**src/rtl/ladybird_crossbar_rr.sv**
```systemverilog
// ladybird_crossbar_rr
//   N-core by M-peripheral bus crossbar. Each core address is decoded to one
//   peripheral from its top nibble. Each peripheral has a round-robin arbiter
//   with a zero-latency forward path, and a response FIFO that remembers which
//   core each accepted request came from. Read data is routed back to that core.
//
// Ports
//   clk, arst          clock (rising edge), asynchronous active-high reset
//   core_req/addr/wstrb/wdata   core-side request, held until core_gnt
//   core_gnt           request accepted this cycle
//   core_rdata/core_data_gnt    routed response (rdata is 0 when idle)
//   periph_req/addr/wstrb/wdata peripheral-side request (fields 0 when idle)
//   periph_gnt         peripheral accepted the presented request
//   periph_rdata/periph_data_gnt peripheral response
//   err                sticky: a response arrived with nothing outstanding
module ladybird_crossbar_rr #(
   parameter int N_CORE_BUS       = 2,
   parameter int N_PERIPHERAL_BUS = 4,
   parameter int XLEN             = 32,
   parameter logic [4*(N_PERIPHERAL_BUS-1)-1:0] ADDR_MAP = {4'hF, 4'h8, 4'h9},
   parameter int MAX_OUTSTANDING  = 4
) (
   input  logic                               clk,
   input  logic                               arst,
   input  logic [N_CORE_BUS-1:0]              core_req,
   input  logic [N_CORE_BUS*XLEN-1:0]         core_addr,
   input  logic [N_CORE_BUS*XLEN/8-1:0]       core_wstrb,
   input  logic [N_CORE_BUS*XLEN-1:0]         core_wdata,
   output logic [N_CORE_BUS-1:0]              core_gnt,
   output logic [N_CORE_BUS*XLEN-1:0]         core_rdata,
   output logic [N_CORE_BUS-1:0]              core_data_gnt,
   output logic [N_PERIPHERAL_BUS-1:0]        periph_req,
   output logic [N_PERIPHERAL_BUS*XLEN-1:0]   periph_addr,
   output logic [N_PERIPHERAL_BUS*XLEN/8-1:0] periph_wstrb,
   output logic [N_PERIPHERAL_BUS*XLEN-1:0]   periph_wdata,
   input  logic [N_PERIPHERAL_BUS-1:0]        periph_gnt,
   input  logic [N_PERIPHERAL_BUS*XLEN-1:0]   periph_rdata,
   input  logic [N_PERIPHERAL_BUS-1:0]        periph_data_gnt,
   output logic                               err
);

   localparam int NC = N_CORE_BUS;
   localparam int NP = N_PERIPHERAL_BUS;
   localparam int SW = XLEN / 8;
   localparam int CW = (NC > 1) ? $clog2(NC) : 1;
   localparam int PW = (NP > 1) ? $clog2(NP) : 1;
   localparam int FW = (MAX_OUTSTANDING > 1) ? $clog2(MAX_OUTSTANDING) : 1;
   localparam int OW = $clog2(MAX_OUTSTANDING + 1);

   typedef enum logic {IDLE, LOCKED} arb_st_t;

   // per-core decode and ordering gate
   logic [PW-1:0]  tgt      [NC];
   logic [NC-1:0]  elig;
   logic [OW-1:0]  ocnt     [NC];
   logic [PW-1:0]  last_tgt [NC];

   // per-peripheral arbiter
   arb_st_t        st       [NP];
   logic [CW-1:0]  ptr      [NP];
   logic [CW-1:0]  owner    [NP];
   logic [NP-1:0]  sel_vld;
   logic [CW-1:0]  sel_core [NP];
   logic [NP-1:0]  acc;

   // per-peripheral response FIFO of core indices
   logic [CW-1:0]  fmem     [NP][MAX_OUTSTANDING];
   logic [FW-1:0]  wp       [NP];
   logic [FW-1:0]  rp       [NP];
   logic [OW-1:0]  fcnt     [NP];
   logic [NP-1:0]  fempty;
   logic [NP-1:0]  ffull;
   logic [NP-1:0]  pop;

   function automatic logic [CW-1:0] rr_idx(input logic [CW-1:0] base, input int k);
      int s;
      s = int'(base) + k;
      if (s >= NC) s = s - NC;
      return CW'(s);
   endfunction

   function automatic logic [CW-1:0] core_inc(input logic [CW-1:0] c);
      return (int'(c) == NC - 1) ? '0 : c + CW'(1);
   endfunction

   function automatic logic [FW-1:0] fifo_inc(input logic [FW-1:0] x);
      return (int'(x) == MAX_OUTSTANDING - 1) ? '0 : x + FW'(1);
   endfunction

   // Decode: ADDR_MAP is written as a list, so entry 0 is the leftmost nibble.
   // Scanning from the highest index down lets the lowest matching index win.
   always_comb begin
      for (int c = 0; c < NC; c++) begin
         tgt[c] = PW'(NP - 1);
         for (int p = NP - 2; p >= 0; p--) begin
            if (core_addr[c*XLEN + XLEN - 4 +: 4] == ADDR_MAP[4*(NP-2-p) +: 4])
               tgt[c] = PW'(p);
         end
         // A core may only switch target once all its responses are back.
         elig[c] = core_req[c] && ((ocnt[c] == '0) || (tgt[c] == last_tgt[c]));
      end
   end

   // Arbiter selection: locked arbiters keep presenting the owner so a
   // pending un-granted request never changes.
   always_comb begin
      for (int p = 0; p < NP; p++) begin
         sel_vld[p]  = 1'b0;
         sel_core[p] = '0;
         if (st[p] == LOCKED) begin
            sel_vld[p]  = core_req[owner[p]];
            sel_core[p] = owner[p];
         end else begin
            // descending scan so the candidate closest to ptr wins
            for (int k = NC - 1; k >= 0; k--) begin
               if (elig[rr_idx(ptr[p], k)] && (tgt[rr_idx(ptr[p], k)] == PW'(p))) begin
                  sel_vld[p]  = 1'b1;
                  sel_core[p] = rr_idx(ptr[p], k);
               end
            end
         end
      end
   end

   always_comb begin
      for (int p = 0; p < NP; p++) begin
         fempty[p] = (fcnt[p] == '0);
         ffull[p]  = (fcnt[p] == OW'(MAX_OUTSTANDING));
      end
   end

   // Forward path to the peripherals
   always_comb begin
      periph_req   = '0;
      periph_addr  = '0;
      periph_wstrb = '0;
      periph_wdata = '0;
      for (int p = 0; p < NP; p++) begin
         if (sel_vld[p] && !ffull[p] && !arst) begin
            periph_req[p]                 = 1'b1;
            periph_addr[p*XLEN +: XLEN]   = core_addr[int'(sel_core[p])*XLEN +: XLEN];
            periph_wstrb[p*SW +: SW]      = core_wstrb[int'(sel_core[p])*SW +: SW];
            periph_wdata[p*XLEN +: XLEN]  = core_wdata[int'(sel_core[p])*XLEN +: XLEN];
         end
      end
   end

   assign acc = periph_req & periph_gnt;
   // A response with nothing outstanding is dropped rather than popped.
   assign pop = periph_data_gnt & ~fempty & {NP{~arst}};

   // Grant and response routing back to the cores
   always_comb begin
      core_gnt      = '0;
      core_data_gnt = '0;
      core_rdata    = '0;
      for (int p = 0; p < NP; p++) begin
         if (acc[p])
            core_gnt[sel_core[p]] = 1'b1;
         if (pop[p]) begin
            core_data_gnt[fmem[p][rp[p]]]                   = 1'b1;
            core_rdata[int'(fmem[p][rp[p]])*XLEN +: XLEN]   = periph_rdata[p*XLEN +: XLEN];
         end
      end
   end

   // Arbiter state
   always_ff @(posedge clk or posedge arst) begin
      if (arst) begin
         for (int p = 0; p < NP; p++) begin
            st[p]    <= IDLE;
            ptr[p]   <= '0;
            owner[p] <= '0;
         end
      end else begin
         for (int p = 0; p < NP; p++) begin
            case (st[p])
               IDLE: begin
                  if (periph_req[p]) begin
                     if (periph_gnt[p]) begin
                        ptr[p] <= core_inc(sel_core[p]);
                     end else begin
                        owner[p] <= sel_core[p];
                        st[p]    <= LOCKED;
                     end
                  end
               end
               LOCKED: begin
                  if (acc[p]) begin
                     ptr[p] <= core_inc(owner[p]);
                     st[p]  <= IDLE;
                  end
               end
               default: st[p] <= IDLE;
            endcase
         end
      end
   end

   // Response FIFO storage (data only, no reset needed)
   always_ff @(posedge clk) begin
      for (int p = 0; p < NP; p++) begin
         if (acc[p])
            fmem[p][wp[p]] <= sel_core[p];
      end
   end

   // Response FIFO pointers and occupancy
   always_ff @(posedge clk or posedge arst) begin
      if (arst) begin
         for (int p = 0; p < NP; p++) begin
            wp[p]   <= '0;
            rp[p]   <= '0;
            fcnt[p] <= '0;
         end
      end else begin
         for (int p = 0; p < NP; p++) begin
            if (acc[p]) wp[p] <= fifo_inc(wp[p]);
            if (pop[p]) rp[p] <= fifo_inc(rp[p]);
            if (acc[p] && !pop[p])
               fcnt[p] <= fcnt[p] + OW'(1);
            else if (!acc[p] && pop[p])
               fcnt[p] <= fcnt[p] - OW'(1);
         end
      end
   end

   // Per-core outstanding counters and sticky error
   always_ff @(posedge clk or posedge arst) begin
      if (arst) begin
         for (int c = 0; c < NC; c++) begin
            ocnt[c]     <= '0;
            last_tgt[c] <= '0;
         end
         err <= 1'b0;
      end else begin
         for (int c = 0; c < NC; c++) begin
            if (core_gnt[c] && !core_data_gnt[c])
               ocnt[c] <= ocnt[c] + OW'(1);
            else if (!core_gnt[c] && core_data_gnt[c])
               ocnt[c] <= ocnt[c] - OW'(1);
            if (core_gnt[c])
               last_tgt[c] <= tgt[c];
         end
         if (|(periph_data_gnt & fempty))
            err <= 1'b1;
      end
   end

endmodule

```
**config.mk**
```make
export PLATFORM = sky130hd
export DESIGN_NAME = ladybird_crossbar_rr
export DESIGN_NICKNAME = d
export VERILOG_FILES = /design/src/rtl/ladybird_crossbar_rr.sv
export SDC_FILE = /design/constraint.sdc
export NUM_CORES = 1
export LEC_CHECK = 0
export CAP_MARGIN = 20
export CELL_PAD_IN_SITES_DETAIL_PLACEMENT = 0
export CELL_PAD_IN_SITES_GLOBAL_PLACEMENT = 1
export CORE_AREA = 2 2 241 243
export DETAILED_ROUTE_END_ITERATION = 8
export DIE_AREA = 0 0 243 245
export PLACE_DENSITY = 0.65
export SETUP_SLACK_MARGIN = 0.4
export SLEW_MARGIN = 0
export SYNTH_ARGS = -nofsm -noshare
export SYNTH_HDL_FRONTEND = slang
export SYNTH_SLANG_ARGS = --single-unit
```
**constraint.sdc**
```tcl
create_clock -name clk -period 7.6 [get_ports clk]
set_input_delay 1.52 -clock clk [delete_from_list [all_inputs] [get_ports clk]]
set_output_delay 1.52 -clock clk [all_outputs]
set_load 0.02 [all_outputs]
```
==> results of run 1 <==
repair_timing:
action,in CTS,in global routing
endpoints found under the setup margin,0,1
resized for setup,0,2
hold buffers,0,0
worst paths after layout:
path / from / to / slack, ps / depth (start not counted)
worst max-delay path: core_addr[62] / periph_addr[117] / 640 / 10
worst min-delay path: ptr[1] / ptr[1] / 480 / 1
worst max register to register: last_tgt[3] / ocnt[2] / 3600 / 14
worst min register to register: ptr[1] / ptr[1] / 480 / 1
max in group asynchronous: arst / last_tgt[3] / 4720 / 4
min in group asynchronous: arst / asynchronous set/reset pin / 2020 / 2
critical path: cells and delay by family:
kind	cells	cell delay, ps
AND/OR/NAND/NOR	2	650
buffers and inverters	4	2040
AO/OA/AOI/OAI	4	1200
flip-flops by register name, indices dropped and copies added (netlist names), named ones only:
| register | count |
|---|---|
| err | 1 |
| fcnt | 12 |
| fmem | 16 |
| last_tgt | 4 |
| ocnt | 6 |
| owner | 4 |
| ptr | 4 |
| rp | 8 |
| wp | 8 |
cell type report:
class	count	area [sq um]	area share
diodes	2	5.00	0.000292
clock buffers	10	239	0.0140
clock inverters	6	65.1	0.00380
inverters	39	150	0.00877
multi-input cells	1331	7320	0.428
flip-flops and latches	67	1760	0.103
well taps	765	957	0.0559
repair buffers	658	6620	0.387
where the power goes:
group          switching, W  leakage [nW]  internal, W
Clock              0.000171         0.148     0.000263
Sequential         0.000161         0.744     0.000519
Combinational       0.00240          5.53      0.00162
Total               0.00273          6.42      0.00240
through the flow:
| stage | setup slack [ps] | cell area, sq um | std cells | hold WS, ps |
|---|---|---|---|---|
| after floorplan | 2250 | 9670 | 1573 | 443 |
| after global placement | 652 | 16800 | 2859 | 458 |
| after detailed placement | 572 | 16800 | 2859 | 471 |
| after CTS | 550 | 17100 | 2875 | 483 |
| after global routing | 402 | 17100 | 2877 | 512 |
| final | 643 | 17100 | 2878 | 480 |
layer usage:
| metal | routed length, microns | global-route usage |
|---|---|---|
| met2 | 30800 | 0.355 |
| met4 | 2030 | 0.0601 |
| met1 | 24700 | 0.230 |
| met5 | 65 | 0 |
| met3 | 4970 | 0.0545 |
logic make-up (layout without fill, tap and decap cells):
family / count (synthesis) / after routing / synth area share
xor gates and xnor gates: 19 / 19 / 0.0172
AOI/OAI and AO/OA: 458 / 458 / 0.274
and+or+nand+nor: 729 / 729 / 0.305
DFF: 67 / 67 / 0.182
buffers and inverters: 175 / 713 / 0.0728
adders and majority gates: 32 / 32 / 0.0461
other: 0 / 2 / 0
muxes: 93 / 93 / 0.103
placed cells by master (no fill, tap or decap), types with 3 or more instances in the layout:
cell,synthesis,final
xor2_1,12,12
mux2_2,14,14
nor4_1,4,4
and3_1,17,17
mux4_2,4,4
buf_4,2,30
nor3b_1,4,4
o21ai_0,77,77
o311ai_1,3,3
clkinv_2,0,3
and2_1,5,3
inv_1,34,33
nand3_1,6,6
a22oi_1,64,64
clkdlybuf4s50_1,0,615
clkbuf_16,0,9
nand2_1,489,489
fa_1,6,6
a221oi_1,3,3
or3_1,3,3
edfxtp_1,16,16
a21o_1,7,6
mux2i_1,73,73
nand3b_1,3,3
dfrtp_1,51,51
nor3_1,16,15
xnor2_1,7,7
inv_2,4,3
a21oi_1,273,273
buf_12,0,10
nor2_1,164,162
ha_1,26,26
==> metrics, run 1 <==
share of layout cells above drive strength 1=0.0502; critical path type=in2out; die area=59500 sq um; TritonCTS clock tree=built; top cell type's share of synthesized area=0.190; slowest CP cell=clkdlybuf4s50_1; GP Congestion=0.929; Max Transition Viols Final=0; number of top-level pins=621; Syn Inst Count=1573; Clock Tree Root=clkbuf_16; max_cap viols=0; Slew @ Worst Pin=1020 ps; post-synth cell types=68; Leakage=6.42 nW; Fillers=6277; EDFF count, synth=16; critical-path cell list=clkdlybuf4s50_1, or3b_2, a21oi_1, o311ai_0, o31a_2, inv_2, buf_4, nand2_1, a21oi_1, clkdlybuf4s50_1; worst vdd ir=0.000188 V; TritonCTS Buffers=9; number of iterations in the first detailed-routing pass=5; final period utilization=0.915; largest net degree at the start of global routing=73; first-pass GRT wire length=90.5 mm; CORE AREA=57000 sq um; port buffer count=620; status=finished clean; top cells by count, synth=489 x nand2_1, 273 x a21oi_1, 164 x nor2_1; sequential-to-total area share from yosys stat=0.182; synthesis warning total=0; fmax=0.144 GHz; clk_lat worst skew=350 ps; ranking of synthesized cells by area=nand2_1 19%, a21oi_1 14%, dfrtp_1 13%; setup TNS=0 ps; max incr delay on CP=680 ps; Overflow after GRT=0; flops & latches, synth=67; DR WL/cell=21.7 microns; post-synthesis async set-or-reset flop share=0.761; Syn-to-layout area delta=77.0%; min Tclk post-route=6960 ps; drt first-iter violations=663; initial antenna violation count=13; Clock Path Buffers=2; Post-Syn Nets=1881; Setup Fix Bufs, Post-CTS=0; drt drc=0; Layout Nets=2414; skew final=4.49 ps; GRT Util Overall=0.199; Max FO, Critical Path=18; Worst slew margin=0.320; startpoint types=input port; Final Total Pwr=0.00513 W; Yosys top cell by area=nand2_1; Crit. End Element=output pin; Crit path arrival time=5440 ps; chip height=245 microns; count leader, synth=nand2_1; total clock sinks=67; vias after detailed routing=13.6k; Final ANT Viol Nets=0; Routed WL=62.6 mm; Power Density=300 nW/um^2; Post-DP HPWL=47.8 mm; synthesized area=9670 sq um; worst endpoint required time=6080 ps; initial core utilization=0.170; H-tree lvl count=3; syn_area_per_cell=6.15 sq um; die width=243 microns; Layout Utilization=0.300; Final Setup Violations=0; row cnt=88; Hold/Removal Path Class=reg2reg; Worst-path clk slew=60 ps; Most used DFF post-synth=dfrtp_1; unrepaired setup endpoints after global routing=false; DR vias/cell=4.73; vias in the first global route=13.3k; Final Hold Viols=0
Note: power is estimated with default switching activity, not from simulation.
==> run 2, diff against run 1 <==
--- a/config.mk
+++ b/config.mk
@@ -6,9 +6,10 @@
 export NUM_CORES = 1
 export LEC_CHECK = 0
 export CAP_MARGIN = 20
-export CELL_PAD_IN_SITES_DETAIL_PLACEMENT = 0
+export CELL_PAD_IN_SITES_DETAIL_PLACEMENT = 1
 export CELL_PAD_IN_SITES_GLOBAL_PLACEMENT = 1
 export CORE_AREA = 2 2 241 243
+export CTS_BUF_LIST = sky130_fd_sc_hd__clkbuf_16
 export DETAILED_ROUTE_END_ITERATION = 8
 export DIE_AREA = 0 0 243 245
 export PLACE_DENSITY = 0.65
==> run 2 against run 1 <==
  * Global-route usage is 1.1 points higher
  * Register-to-register slack improved by 30 ps
  * Flip-flop and latch count did not move
  * Critical endpoint is now periph_addr[103]
==> metrics, run 2 (synthesis results as in run 1) <==
status=finished clean (unchanged); CORE AREA=57000 sq um (unchanged); Setup Fix Bufs, Post-CTS=0 (unchanged); max_cap viols=0 (unchanged); Fillers=7067 (was 6277); worst vdd ir=0.000185 V (was 0.000188 V); critical-path cell list=clkdlybuf4s50_1, and3_2, o211ai_2, o311ai_0, o31a_2, buf_4, nand2_1, a21oi_1, clkdlybuf4s50_1 (was clkdlybuf4s50_1, or3b_2, a21oi_1, o311ai_0, o31a_2, inv_2, buf_4, nand2_1, a21oi_1, clkdlybuf4s50_1); Min Hold Slack=479 ps (was 480 ps); Leakage=6.41 nW (was 6.42 nW); Clock Path Buffers=2 (unchanged); DR vias/cell=4.83 (was 4.73); Hold/Removal Path Class=reg2reg (unchanged); Crit path arrival time=5470 ps (was 5440 ps); worst endpoint required time=6080 ps (about the same); commonest non-fill, non-tap cell in the layout=clkdlybuf4s50_1 (unchanged); initial antenna violation count=11 (was 13); Crit. End Element=output pin (unchanged); initial core utilization=0.170 (unchanged); H-tree lvl count=3 (unchanged); first-pass GRT wire length=96.1 mm (was 90.5 mm); largest net degree at the start of global routing=73 (unchanged); Clock Tree Root=clkbuf_16 (unchanged); vias after detailed routing=13.9k (was 13.6k); slowest CP cell=clkdlybuf4s50_1 (unchanged); post_cts resized=0 (unchanged); min Tclk post-route=6990 ps (was 6960 ps); drt drc=0 (unchanged); critical path type=in2out (unchanged); Final ANT Viol Nets=0 (unchanged); Power Density=301 nW/um^2 (was 300 nW/um^2); drt first-iter violations=483 (was 663); die width=243 microns (unchanged); Worst slew margin=0.363 (was 0.320); Layout Nets=2414 (unchanged); R2R cell count=14 (unchanged); Final Setup Violations=0 (unchanged); skew final=4.70 ps (was 4.49 ps); total clock sinks=67 (unchanged); Worst path most repeated cell=clkdlybuf4s50_1; TritonCTS clock tree=built (unchanged); GRT Util Overall=0.210 (was 0.199); port buffer count=620 (unchanged); max incr delay on CP=830 ps (was 680 ps); setup TNS=0 ps (unchanged); TritonCTS Buffers=9 (unchanged); row cnt=88 (unchanged); Syn-to-layout area delta=76.9% (was 77.0%); number of top-level pins=621 (unchanged); unrepaired setup endpoints after global routing=false (unchanged); GP Congestion=0.929 (unchanged); Max FO, Critical Path=56 (was 18); Worst-path clk slew=50 ps (was 60 ps); Post-DP HPWL=50.9 mm (was 47.8 mm); chip height=245 microns (unchanged); final period utilization=0.920 (was 0.915); Overflow after GRT=0 (unchanged); die area=59500 sq um (unchanged); Hold Crit Depth=1 (unchanged); Largest register FFs=16 (unchanged); cts hold-fix bufs=0 (unchanged); clk_lat worst skew=350 ps (about the same); DR WL/cell=22.7 microns (was 21.7 microns); startpoint types=input port (unchanged); number of iterations in the first detailed-routing pass=5 (unchanged); share of layout cells above drive strength 1=0.0497 (was 0.0502); Final Hold Viols=0 (unchanged); Max Transition Viols Final=0 (unchanged); Slew @ Worst Pin=956 ps (was 1020 ps); most frequent cells in the layout=616 x clkdlybuf4s50_1, 489 x nand2_1, 273 x a21oi_1 (was 615 x clkdlybuf4s50_1, 489 x nand2_1, 273 x a21oi_1); vias in the first global route=14.5k (was 13.3k); Routed WL=65.2 mm (was 62.6 mm); fmax=0.143 GHz (was 0.144 GHz)
==> run 2: worst max-delay path, delay by kind of cell <==
kind                   cells  cell delay, ps
and+or+nand+nor            2             470
AOI/OAI and AO/OA          4            1340
buffers and inverters      3            2100
==> run 2: area by class of cell <==
| type | count | area, sq um | area share |
|---|---|---|---|
| sequential | 67 | 1760 | 0.103 |
| inverter | 39 | 150 | 0.00877 |
| clock buffer | 9 | 225 | 0.0132 |
| antenna | 3 | 7.51 | 0.000439 |
| timing repair buffer | 658 | 6630 | 0.387 |
| tap | 765 | 957 | 0.0559 |
| multi-input combinational | 1331 | 7320 | 0.428 |
| clock inverter | 7 | 67.6 | 0.00395 |
==> run 2: metrics by stage <==
step	power, W	utilization	setup WS (ps)	area (sq um)	instances
final	0.00516	0.300	606	17100	2879
after CTS	0.00523	0.299	564	17100	2875
after detailed placement	0.00477	0.294	590	16800	2859
after global routing	0.00551	0.300	440	17100	2876
after global placement	0.00468	0.294	652	16800	2859
after floorplan	0.00281	-	2250	9670	1573
==> run 2: per-layer routing <==
metal	wire [microns]	vias to the layer above	GRT usage	part of all wire
li1	-	6420	-	-
met1	25800	6864	0.237	0.40
met2	32400	529	0.378	0.50
met3	4700	95	0.0581	0.072
met4	2230	6	0.0724	0.034
met5	35	-	0	0.00054
==> run 2: power by group <==
| part | switching [W] | internal (W) | total [W] |
|---|---|---|---|
| clock network | 0.000167 | 0.000253 | 0.000420 |
| logic | 0.00243 | 0.00162 | 0.00405 |
| registers | 0.000167 | 0.000519 | 0.000685 |
==> run 2: path summary, 6_finish.rpt <==
check / startpoint / to / slack (ps)
max: core_addr[61] / periph_addr[103] / 610
min: ptr[1] / ptr[1] / 480
max reg2reg: last_tgt[3] / ocnt[2] / 3630
min reg2reg: ptr[1] / ptr[1] / 480
max in group asynchronous: arst / last_tgt[3] / 4730
min in group asynchronous: arst / fcnt[3] / 2020
==> run 3, diff against run 2 <==
--- a/config.mk
+++ b/config.mk
@@ -8,11 +8,12 @@
 export CAP_MARGIN = 20
 export CELL_PAD_IN_SITES_DETAIL_PLACEMENT = 1
 export CELL_PAD_IN_SITES_GLOBAL_PLACEMENT = 1
-export CORE_AREA = 2 2 241 243
+export CORE_AREA = 2 2 243 245
 export CTS_BUF_LIST = sky130_fd_sc_hd__clkbuf_16
 export DETAILED_ROUTE_END_ITERATION = 8
-export DIE_AREA = 0 0 243 245
-export PLACE_DENSITY = 0.65
+export DIE_AREA = 0 0 245 247
+export DONT_BUFFER_PORTS = 1
+export PLACE_DENSITY = 0.43
 export SETUP_SLACK_MARGIN = 0.4
 export SLEW_MARGIN = 0
 export SYNTH_ARGS = -nofsm -noshare
==> run 3 against run 2 <==
  * Final cell count down 22%
  * Sequential power about the same
  * Clock skew about the same
  * Maximum frequency up 16%
  * Critical path type unchanged
  * Largest cell class unchanged
  * Largest power group unchanged
==> metrics, run 3 (synthesis results as in run 1) <==
status=finished clean (unchanged); fmax=0.167 GHz (was 0.143 GHz); die width=245 microns (was 243 microns); number of top-level pins=621 (unchanged); Min Hold Slack=481 ps (was 479 ps); drt first-iter violations=568 (was 483); unrepaired setup endpoints after global routing=false (unchanged); total clock sinks=67 (unchanged); post_cts resized=0 (unchanged); GRT Util Overall=0.166 (was 0.210); Post-DP HPWL=41.5 mm (was 50.9 mm); Final ANT Viol Nets=0 (unchanged); Leakage=4.02 nW (was 6.41 nW); DR WL/cell=23.7 microns (was 22.7 microns); R2R Path End=ocnt[1] (was ocnt[2]); R2R cell count=11 (was 14); clk_lat worst skew=340 ps (was 350 ps); DP Cell Count=2235 (was 2859); commonest non-fill, non-tap cell in the layout=nand2_1 (was clkdlybuf4s50_1); row cnt=89 (was 88); Power Density=363 nW/um^2 (was 301 nW/um^2); port buffer count=0 (was 620); Max Transition Viols Final=0 (unchanged); Overflow after GRT=0 (unchanged); Clk network pwr share=0.096 (was 0.081); Syn-to-layout area delta=10.4% (was 76.9%); H-tree lvl count=3 (unchanged); DR vias/cell=5.04 (was 4.83); GP Congestion=0.872 (was 0.929); final period utilization=0.790 (was 0.920); share of layout cells above drive strength 1=0.0575 (was 0.0497); Worst-path clk slew=50 ps (about the same); cts hold-fix bufs=0 (unchanged); TritonCTS clock tree=built (unchanged); reg-to-reg startpoint=last_tgt[3] (unchanged); Crit path arrival time=4480 ps (was 5470 ps); Largest register FFs=16 (unchanged); drt drc=0 (unchanged); initial antenna violation count=0 (was 11); Hold/Removal Path Class=reg2reg (unchanged); Final Hold Viols=0 (unchanged); P_int=0.00143 W (was 0.00239 W); startpoint types=input port (unchanged); Seq pwr share=0.177 (was 0.133); min-delay src=ocnt[5] (was ptr[1]); vias in the first global route=11.3k (was 14.5k); Layout Nets=1782 (was 2414); worst endpoint required time=6080 ps (about the same); chip height=247 microns (was 245 microns); Fillers=7276 (was 7067); TritonCTS Buffers=9 (unchanged); die area=60500 sq um (was 59500 sq um); Clock Tree Root=clkbuf_16 (unchanged); Multi-input gate area=7320 sq um (unchanged); final setup margin=1600 ps (was 606 ps); vias after detailed routing=11.3k (was 13.9k); most frequent cells in the layout=489 x nand2_1, 273 x a21oi_1, 162 x nor2_1 (was 616 x clkdlybuf4s50_1, 489 x nand2_1, 273 x a21oi_1); min Tclk post-route=6000 ps (was 6990 ps); Sw Pwr=0.00244 W (was 0.00276 W); largest net degree at the start of global routing=72 (was 73); CORE AREA=58200 sq um (was 57000 sq um); Ant. Diodes=0 (was 3); Slew @ Worst Pin=1110 ps (was 956 ps); Layout Utilization=0.183 (was 0.300); critical path type=in2out (unchanged); Worst R2R Setup Slack=3060 ps (was 3630 ps); switch share=0.630 (was 0.536); crit path to=periph_addr[8] (was periph_addr[103]); skew final=4.69 ps (was 4.70 ps); Setup Fix Bufs, Post-CTS=0 (unchanged); Worst slew margin=0.255 (was 0.363); combinational share of power=0.728 (was 0.786); Worst setup startpoint=core_addr[28] (was core_addr[61]); first-pass GRT wire length=76.5 mm (was 96.1 mm); setup TNS=0 ps (unchanged); worst vdd ir=0.000183 V (was 0.000185 V); Crit. End Element=output pin (unchanged); register area=1760 sq um (unchanged); number of iterations in the first detailed-routing pass=5 (unchanged); Max FO, Critical Path=34 (was 56); fin cells=2252 (was 2879); max_cap viols=0 (unchanged); Final Setup Violations=0 (unchanged); Setup WS pre-CTS=1550 ps (was 590 ps); Clock Path Buffers=2 (unchanged); Routed WL=53.4 mm (was 65.2 mm); initial core utilization=0.166 (was 0.170)
-- run 3: critical path: stages --
cell	delay, ps
and4_4	190
a211o_1	350
o311ai_1	680
a31oi_4	160
inv_2	590
buf_4	270
nand2_1	60
a21oi_1	620
-- run 3: metrics by stage --
| step | total power (W) | instance area, sq um |
|---|---|---|
| after floorplan | 0.00281 | 9670 |
| after global placement | 0.00349 | 10400 |
| after detailed placement | 0.00354 | 10400 |
| after CTS | 0.00392 | 10700 |
| after global routing | 0.00418 | 10700 |
| final | 0.00387 | 10700 |
-- run 3: routing by layer --
| layer | up-vias | global-route usage | share of wire | wire length [microns] |
|---|---|---|---|---|
| li1 | 5158 | - | - | - |
| met4 | 0 | 0.0653 | 0.039 | 2060 |
| met5 | - | 0 | 0 | 0 |
| met1 | 5547 | 0.183 | 0.38 | 20200 |
| met3 | 79 | 0.0537 | 0.093 | 4980 |
| met2 | 563 | 0.293 | 0.49 | 26200 |
-- run 3: area by class of cell --
type                    instances  area share
clock inverters                 7     0.00270
inverters                      39      0.0139
well taps                     773      0.0906
clock buffers                   9      0.0211
flip-flops and latches         67       0.165
multi-input cells            1331       0.686
repair buffers                 26      0.0214
-- run 3: how the worst min path moves through the flow --
stage	to	slack [ps]	depth (start not counted)
floorplan	ocnt[5]	440	1
global placement	ocnt[5]	470	1
detailed placement	ocnt[5]	460	1
CTS	ocnt[5]	480	1
global route	ocnt[5]	510	1
finish	ocnt[5]	480	1
-- run 3: power by group through the flow --
| stage | Sequential [W] | Combinational [W] | Clock [W] |
|---|---|---|---|
| after detailed placement | 0.000691 | 0.00285 | 0 |
| after global placement | 0.000687 | 0.00280 | 0 |
| after global routing | 0.000714 | 0.00307 | 0.000397 |
| after CTS | 0.000687 | 0.00285 | 0.000385 |
| final | 0.000685 | 0.00282 | 0.000370 |
| after floorplan | 0.000640 | 0.00217 | 0 |
